[src/rtl/col_sweep_engine.sv]
// rtl/col_sweep_engine.sv - drum mesh column controller: LUT init, bottom-to-top sweep, tapped output.
// Optional PEAK_TRACK_EN adds peak_clr / peak_abs magnitude tracking of tapped values.
module col_sweep_engine #(
    parameter int DATA_W   = 18,
    parameter int ADDR_W   = 19,
    parameter int ROWS     = 30,
    parameter int READ_LAT = 1
) (
    input  logic              clk,
    input  logic              rst_n,
    input  logic              shoot,
    input  logic              reinit,
    input  logic [ADDR_W-1:0] tap_row,
    output logic [ADDR_W-1:0] lut_addr,
    input  logic [DATA_W-1:0] lut_data,
    input  logic [DATA_W-1:0] left_column,
    input  logic [DATA_W-1:0] right_column,
    input  logic [DATA_W-1:0] M10k_out,
    input  logic [DATA_W-1:0] M10k_out_1,
    output logic [ADDR_W-1:0] read_address,
    output logic [ADDR_W-1:0] read_address_1,
    output logic [ADDR_W-1:0] write_address,
    output logic [ADDR_W-1:0] write_address_1,
    output logic [DATA_W-1:0] write_data,
    output logic [DATA_W-1:0] write_data_1,
    output logic              write_enable,
    output logic              write_enable_1,
    output logic [DATA_W-1:0] solver_uij_left,
    output logic [DATA_W-1:0] solver_uij_right,
    output logic [DATA_W-1:0] solver_uij_up,
    output logic [DATA_W-1:0] solver_uij_down,
    output logic [DATA_W-1:0] solver_uij_in,
    output logic [DATA_W-1:0] solver_uij_prev_in,
    input  logic [DATA_W-1:0] solver_uij_next,
    output logic [DATA_W-1:0] me,
    output logic [DATA_W-1:0] output_node,
    output logic              busy,
    output logic              ready,
    output logic              done
`ifdef PEAK_TRACK_EN
    ,
    input  logic              peak_clr,
    output logic [DATA_W-1:0] peak_abs
`endif
);

    typedef enum logic [2:0] {
        S_INIT, S_READY, S_PRIME, S_RD, S_WAIT, S_COMP, S_TAP
    } state_t;

    localparam logic [ADDR_W-1:0] LAST_ROW = ADDR_W'(ROWS - 1);
    localparam logic [ADDR_W-1:0] NUM_ROWS = ADDR_W'(ROWS);
    localparam logic [ADDR_W-1:0] ONE      = ADDR_W'(1);
    localparam logic [1:0]        LAT      = 2'(READ_LAT);
    localparam logic [1:0]        LAT_M1   = 2'(READ_LAT - 1);

    state_t            state_q, state_d;
    logic [ADDR_W-1:0] row_q, row_d;
    logic [1:0]        cnt_q, cnt_d;
    logic [DATA_W-1:0] uij_q, uij_d;
    logic [DATA_W-1:0] down_q, down_d;
    logic [ADDR_W-1:0] tap_q, tap_d;
    logic [DATA_W-1:0] out_q, out_d;
    logic              done_q, done_d;

    logic              last_row;
    logic [ADDR_W-1:0] next_row;
    logic [ADDR_W-1:0] tap_clamped;

    assign last_row    = (row_q == LAST_ROW);
    assign next_row    = last_row ? '0 : row_q + ONE;
    assign tap_clamped = (tap_row >= NUM_ROWS) ? LAST_ROW : tap_row;

    assign solver_uij_left  = left_column;
    assign solver_uij_right = right_column;
    assign me               = uij_q;
    assign output_node      = out_q;
    assign done             = done_q;

    always_ff @(posedge clk or negedge rst_n) begin
        if (!rst_n) begin
            state_q <= S_INIT;
            row_q   <= '0;
            cnt_q   <= '0;
            uij_q   <= '0;
            down_q  <= '0;
            tap_q   <= '0;
            out_q   <= '0;
            done_q  <= 1'b0;
        end else begin
            state_q <= state_d;
            row_q   <= row_d;
            cnt_q   <= cnt_d;
            uij_q   <= uij_d;
            down_q  <= down_d;
            tap_q   <= tap_d;
            out_q   <= out_d;
            done_q  <= done_d;
        end
    end

    always_comb begin
        state_d            = state_q;
        row_d              = row_q;
        cnt_d              = cnt_q;
        uij_d              = uij_q;
        down_d             = down_q;
        tap_d              = tap_q;
        out_d              = out_q;
        done_d             = 1'b0;
        lut_addr           = '0;
        read_address       = '0;
        read_address_1     = '0;
        write_address      = '0;
        write_address_1    = '0;
        write_data         = '0;
        write_data_1       = '0;
        write_enable       = 1'b0;
        write_enable_1     = 1'b0;
        solver_uij_up      = '0;
        solver_uij_down    = '0;
        solver_uij_in      = '0;
        solver_uij_prev_in = '0;
        busy               = 1'b1;
        ready              = 1'b0;

        case (state_q)
            S_INIT: begin
                // Strobes are masked while reset is held so no write escapes during reset.
                lut_addr        = row_q;
                write_address   = row_q;
                write_address_1 = row_q;
                write_data      = lut_data;
                write_data_1    = lut_data;
                write_enable    = rst_n;
                write_enable_1  = rst_n;
                if (last_row) begin
                    row_d   = '0;
                    state_d = S_READY;
                end else begin
                    row_d = row_q + ONE;
                end
            end
            S_READY: begin
                busy  = 1'b0;
                ready = 1'b1;
                if (reinit) begin
                    row_d   = '0;
                    state_d = S_INIT;
                end else if (shoot) begin
                    cnt_d   = '0;
                    state_d = S_PRIME;
                end
            end
            S_PRIME: begin
                if (cnt_q == LAT) begin
                    uij_d   = M10k_out;
                    down_d  = '0;
                    row_d   = '0;
                    cnt_d   = '0;
                    state_d = S_RD;
                end else begin
                    cnt_d = cnt_q + 2'd1;
                end
            end
            S_RD: begin
                read_address   = next_row;
                read_address_1 = row_q;
                cnt_d          = '0;
                state_d        = S_WAIT;
            end
            S_WAIT: begin
                read_address   = next_row;
                read_address_1 = row_q;
                if (cnt_q == LAT_M1) begin
                    cnt_d   = '0;
                    state_d = S_COMP;
                end else begin
                    cnt_d = cnt_q + 2'd1;
                end
            end
            S_COMP: begin
                // down_q/uij_q still hold u^n, so neighbours are never this sweep's results.
                read_address       = next_row;
                read_address_1     = row_q;
                solver_uij_up      = last_row ? '0 : M10k_out;
                solver_uij_down    = (row_q == '0) ? '0 : down_q;
                solver_uij_in      = uij_q;
                solver_uij_prev_in = M10k_out_1;
                write_address      = row_q;
                write_address_1    = row_q;
                write_data         = solver_uij_next;
                write_data_1       = uij_q;
                write_enable       = 1'b1;
                write_enable_1     = 1'b1;
                down_d             = uij_q;
                uij_d              = M10k_out;
                cnt_d              = '0;
                if (last_row) begin
                    tap_d   = tap_clamped;
                    state_d = S_TAP;
                end else begin
                    row_d   = row_q + ONE;
                    state_d = S_RD;
                end
            end
            S_TAP: begin
                read_address = tap_q;
                if (cnt_q == LAT) begin
                    out_d   = M10k_out;
                    done_d  = 1'b1;
                    cnt_d   = '0;
                    state_d = S_READY;
                end else begin
                    cnt_d = cnt_q + 2'd1;
                end
            end
            default: state_d = S_INIT;
        endcase
    end

`ifdef PEAK_TRACK_EN
    localparam logic [DATA_W-1:0] MOST_NEG = {1'b1, {(DATA_W-1){1'b0}}};
    localparam logic [DATA_W-1:0] MAX_POS  = {1'b0, {(DATA_W-1){1'b1}}};

    logic [DATA_W-1:0] peak_q, peak_d;
    logic [DATA_W-1:0] tap_abs;

    always_comb begin
        tap_abs = M10k_out;
        if (M10k_out == MOST_NEG) begin
            tap_abs = MAX_POS;
        end else if (M10k_out[DATA_W-1]) begin
            tap_abs = ~M10k_out + DATA_W'(1);
        end
        peak_d = peak_q;
        if (peak_clr || (state_q == S_READY && reinit)) begin
            peak_d = '0;
        end else if (done_d && (tap_abs > peak_q)) begin
            peak_d = tap_abs;
        end
    end

    always_ff @(posedge clk or negedge rst_n) begin
        if (!rst_n) begin
            peak_q <= '0;
        end else begin
            peak_q <= peak_d;
        end
    end

    assign peak_abs = peak_q;
`endif

endmodule

[config.mk]
export PLATFORM = sky130hd
export DESIGN_NAME = col_sweep_engine
export DESIGN_NICKNAME = d
export VERILOG_FILES = /design/src/rtl/col_sweep_engine.sv
export SDC_FILE = /design/constraint.sdc
export NUM_CORES = 1
export LEC_CHECK = 0
export CAP_MARGIN = 20
export CORE_AREA = 5 5 157 159
export CTS_CLUSTER_SIZE = 24
export DETAILED_ROUTE_END_ITERATION = 8
export DIE_AREA = 0 0 162 164
export HOLD_SLACK_MARGIN = 0.02
export PLACE_DENSITY_LB_ADDON = 0.3
export SYNTH_ARGS = -nofsm -noshare
export SYNTH_HDL_FRONTEND = slang
export SYNTH_SLANG_ARGS = --single-unit
[constraint.sdc]
create_clock -name clk -period 1.9 [get_ports clk]
set_clock_uncertainty 0.15 [all_clocks]
set_input_delay 0.38 -clock clk [delete_from_list [all_inputs] [get_ports clk]]
set_output_delay 0.38 -clock clk [all_outputs]
set_load 0.02 [all_outputs]
==> key figures <==
Synthesis
  • Cell types occupying the most area after synthesis: sky130_fd_sc_hd__dfrtp_1 39%, sky130_fd_sc_hd__and2_1 9.0%, sky130_fd_sc_hd__buf_4 6.8%
  • Flop and latch count out of synthesis: 98
  • Synth unique cells: 47
  • Number of instances in the synthesized netlist: 670
  • Cell with the most instances after synthesis: sky130_fd_sc_hd__dfrtp_1
  • Top cell type's share of synthesized area: 0.392
  • Main flop type after synthesis: sky130_fd_sc_hd__dfrtp_1
  • Yosys synthesis warning count: 0
  • Async set-or-reset flop fraction in the synthesized netlist: 1.00
  • EDFF count, synth: 0
  • Share of the yosys chip area belonging to registers: 0.392
  • Post-synthesis instance area: 6250 sq um
  • Commonest cells in the synthesized netlist: 98 x sky130_fd_sc_hd__dfrtp_1, 90 x sky130_fd_sc_hd__and2_1, 57 x sky130_fd_sc_hd__buf_4, 44 x sky130_fd_sc_hd__nand2_1, 43 x sky130_fd_sc_hd__and3_1
  • Most area-hungry cell type in the Yosys netlist: sky130_fd_sc_hd__dfrtp_1
  • Net count after synthesis: 807
  • Average cell area after synthesis: 9.33 sq um

Drt
  • Total number of vias: 7150
  • DR WL/cell: 21.5 microns
  • Remaining number of nets flagged by the antenna check after routing: 0
  • Total routed wirelength: 31.8 mm
  • Top routing layer used: met4
  • Iter 0 DRT Violations: 272
  • Post-route met1 wirelength: 11.6 mm
  • Routed wire length on met2: 16.9 mm
  • Drt pass-1 iters: 4
  • Via density per instance: 4.82
  • Met3 Routed Length: 2.63 mm
  • DRC viols: 0

Clocking
  • Clock-pin slew on the worst setup and hold paths: 80 ps
  • Depth of the CTS H-tree: 3
  • Buffer depth of the longest clock path: 2
  • CTS tree: done
  • CTS sink cnt: 98
  • Clk Latency, worst-skew pair: 360 ps
  • Root buf cell: sky130_fd_sc_hd__clkbuf_16
  • CTS Buf Count: 9

Worst setup path
  • Worst EP required: 1370 ps
  • Worst r2r src: state_q[2]
  • Critical Path, Cell by Cell: nand4_1 -> or3_4 -> nor3b_4 -> xnor2_1 -> o21ai_2 -> buf_6
  • R2R depth: 12
  • Arr. time, crit path: 2090 ps
  • CP max stage cell: sky130_fd_sc_hd__dfrtp_1
  • Reg2Reg Capture Point: me[8]
  • Critical path endpoint category: primary output
  • Register-to-Register Setup Slack: -610 ps
  • Category of cells accounting for the largest share of critical-path delay: simple AND/OR/NAND/NOR gates
  • Critical path class: flip-flop to primary output
  • CP peak stage delay: 460 ps
  • Critical path buffers and inverters: 1
  • CP max FO: 5
  • Crit path launch type: flip-flop

Timing
  • Final critical-path share of the clock period: 1.38
  • Final critical delay including setup and external delays: 2620 ps
  • Relative slew slack: 0.555
  • Timing-limited maximum frequency: 0.382 GHz
  • Setup TNS after final layout: -143110 ps
  • Setup repair after global routing missed its margin: true
  • Number of endpoints with negative hold slack in the final report: 0
  • Number of pins with negative max-slew slack in the final report: 0
  • Post-route worst hold slack: 343 ps
  • Slew at the pin closest to its max-slew limit: 668 ps
  • Final setup violation count: 300
  • Final WS setup: -718 ps

Power
  • Switching part of the total power: 0.411
  • Share of power burned in combinational logic: 0.745
  • Maximum vdd drop: 0.000839 V
  • Leakage power total: 7.14 nW
  • Power per Cell Area: 1530 nW/um^2
  • Sw Pwr: 9.09 mW
  • Register share of total power: 0.156
  • Internal cell power: 13.0 mW
  • Clk network pwr share: 0.098

Cells and area
  • Net count of the finished layout: 1325
  • Final cell area excluding filler cells: 14400 sq um
  • Fraction of final layout cells sized beyond drive strength 1: 0.647
  • Area growth, synth to finish: 131%

Placement
  • RePlAce Congestion: 0.860
  • Instance area at placement: 11100 sq um
  • I/O Buffers: 338
  • Post-detailed-placement half-perimeter wirelength: 20.7 mm

Die
  • Die area: 26600 sq um
  • Overall die height: 164 microns
  • Core outline area: 23100 sq um
  • Die width: 162 microns
  • Initial Util: 0.270
  • Top-level I/O count: 411
  • Row Count: 56

Worst hold path
  • Hold Path End: down_q[0]
  • Depth of the worst hold-timing path: 1
  • Type of the most critical hold path: flip-flop to flip-flop
  • Hold path startpoint: down_q[0]

GRT
  • GRT Overall Usage: 0.211
  • Maximum number of pins on one net before global-route repair: 67
  • Remaining global-route overflow: 0
  • Antenna violations before repair: 1
  • First-pass GRT wire length: 43.1 mm
  • Vias in the first global route: 7240

Run status
  • Result of the run: finished, violations left
  • Failing checks: negative setup slack

Run
  • Max-Cap Viols: 0
## worst max path at each step
| stage | startpoint | slack [ps] | end | depth (start not counted) |
|---|---|---|---|---|
| 4_1_cts | row_q[17] | -740 | read_address[14] | 8 |
| 3_5_place_dp | row_q[1] | -850 | solver_uij_up[14] | 6 |
| 6_report | row_q[6] | -720 | read_address[17] | 6 |
| 5_1_grt | row_q[5] | -780 | read_address[17] | 7 |
| 2_1_floorplan | row_q[6] | -220 | read_address[15] | 8 |
| 3_3_place_gp | row_q[1] | -800 | solver_uij_up[14] | 6 |
## sequential cells by signal, indices dropped and copies added (netlist names)
signal	count
cnt_q	2
done	1
down_q	18
me	18
output_node	18
row_q	19
state_q	3
tap_q	19
## layer usage
| layer | GRT usage | vias up |
|---|---|---|
| met5 | 0 | - |
| met4 | 0.0592 | 0 |
| met3 | 0.0790 | 44 |
| met2 | 0.374 | 291 |
| met1 | 0.238 | 3528 |
| li1 | - | 3287 |
## area by class of cell
| type | instances | area [sq um] |
|---|---|---|
| Antenna cell | 1 | 2.50 |
| Clock buffer | 9 | 225 |
| Clock inverter | 7 | 119 |
| Fill cell | 1794 | 8690 |
| Inverter | 15 | 63.8 |
| Multi-Input combinational cell | 453 | 4370 |
| Sequential cell | 98 | 2460 |
| Tap cell | 290 | 363 |
| Timing Repair Buffer | 611 | 6840 |
## metrics by stage
step	power (mW)	utilization	worst slack, ps	instances
after floorplan	9.52	-	-225	670
after global placement	14.7	0.481	-801	1340
after global routing	23.1	0.624	-785	1484
after CTS	20.1	0.563	-745	1436
final	22.1	0.624	-718	1484
after detailed placement	14.8	0.481	-846	1340
## power by group through the flow
stage	clock network [mW]	registers (mW)	logic, mW
3_3_place_gp	0	3.40	11.3
3_5_place_dp	0	3.43	11.3
4_1_cts	2.18	3.40	14.5
5_1_grt	2.29	3.55	17.2
2_1_floorplan	0	3.77	5.75
6_report	2.17	3.46	16.5
## repair_timing
item,4_1_cts,5_1_grt
setup buffers,69,59
setup endpoints to repair,295,396
hold buffers,2,0
gates cloned,9,10
resized for setup,1229,311
hold endpoints to repair,32,0
pin swaps,57,86
## placed cells by master, fill, tap and decap left out, types with 30 or more instances in the layout
master                            instances
sky130_fd_sc_hd__buf_4                  126
sky130_fd_sc_hd__a21o_1                  36
sky130_fd_sc_hd__dfrtp_1                 93
sky130_fd_sc_hd__and2_4                  89
sky130_fd_sc_hd__nand2_1                 32
sky130_fd_sc_hd__clkdlybuf4s50_1        100
sky130_fd_sc_hd__buf_6                  297
sky130_fd_sc_hd__buf_12                  34
sky130_fd_sc_hd__and3_4                  37
sky130_fd_sc_hd__dlymetal6s2s_1          30
## logic make-up (layout without fill, tap and decap cells)
kind of cell / Yosys count / count (layout) / synth area share
compound gates: 133 / 136 / 0.154
xor+xnor: 18 / 18 / 0.0252
fa+ha+maj: 6 / 6 / 0.0120
buf+inv: 122 / 642 / 0.116
flops: 98 / 98 / 0.392
mux: 41 / 41 / 0.0731
other cells: 0 / 1 / 0
simple gates: 252 / 252 / 0.227
Power figures use the tool's default switching activity.
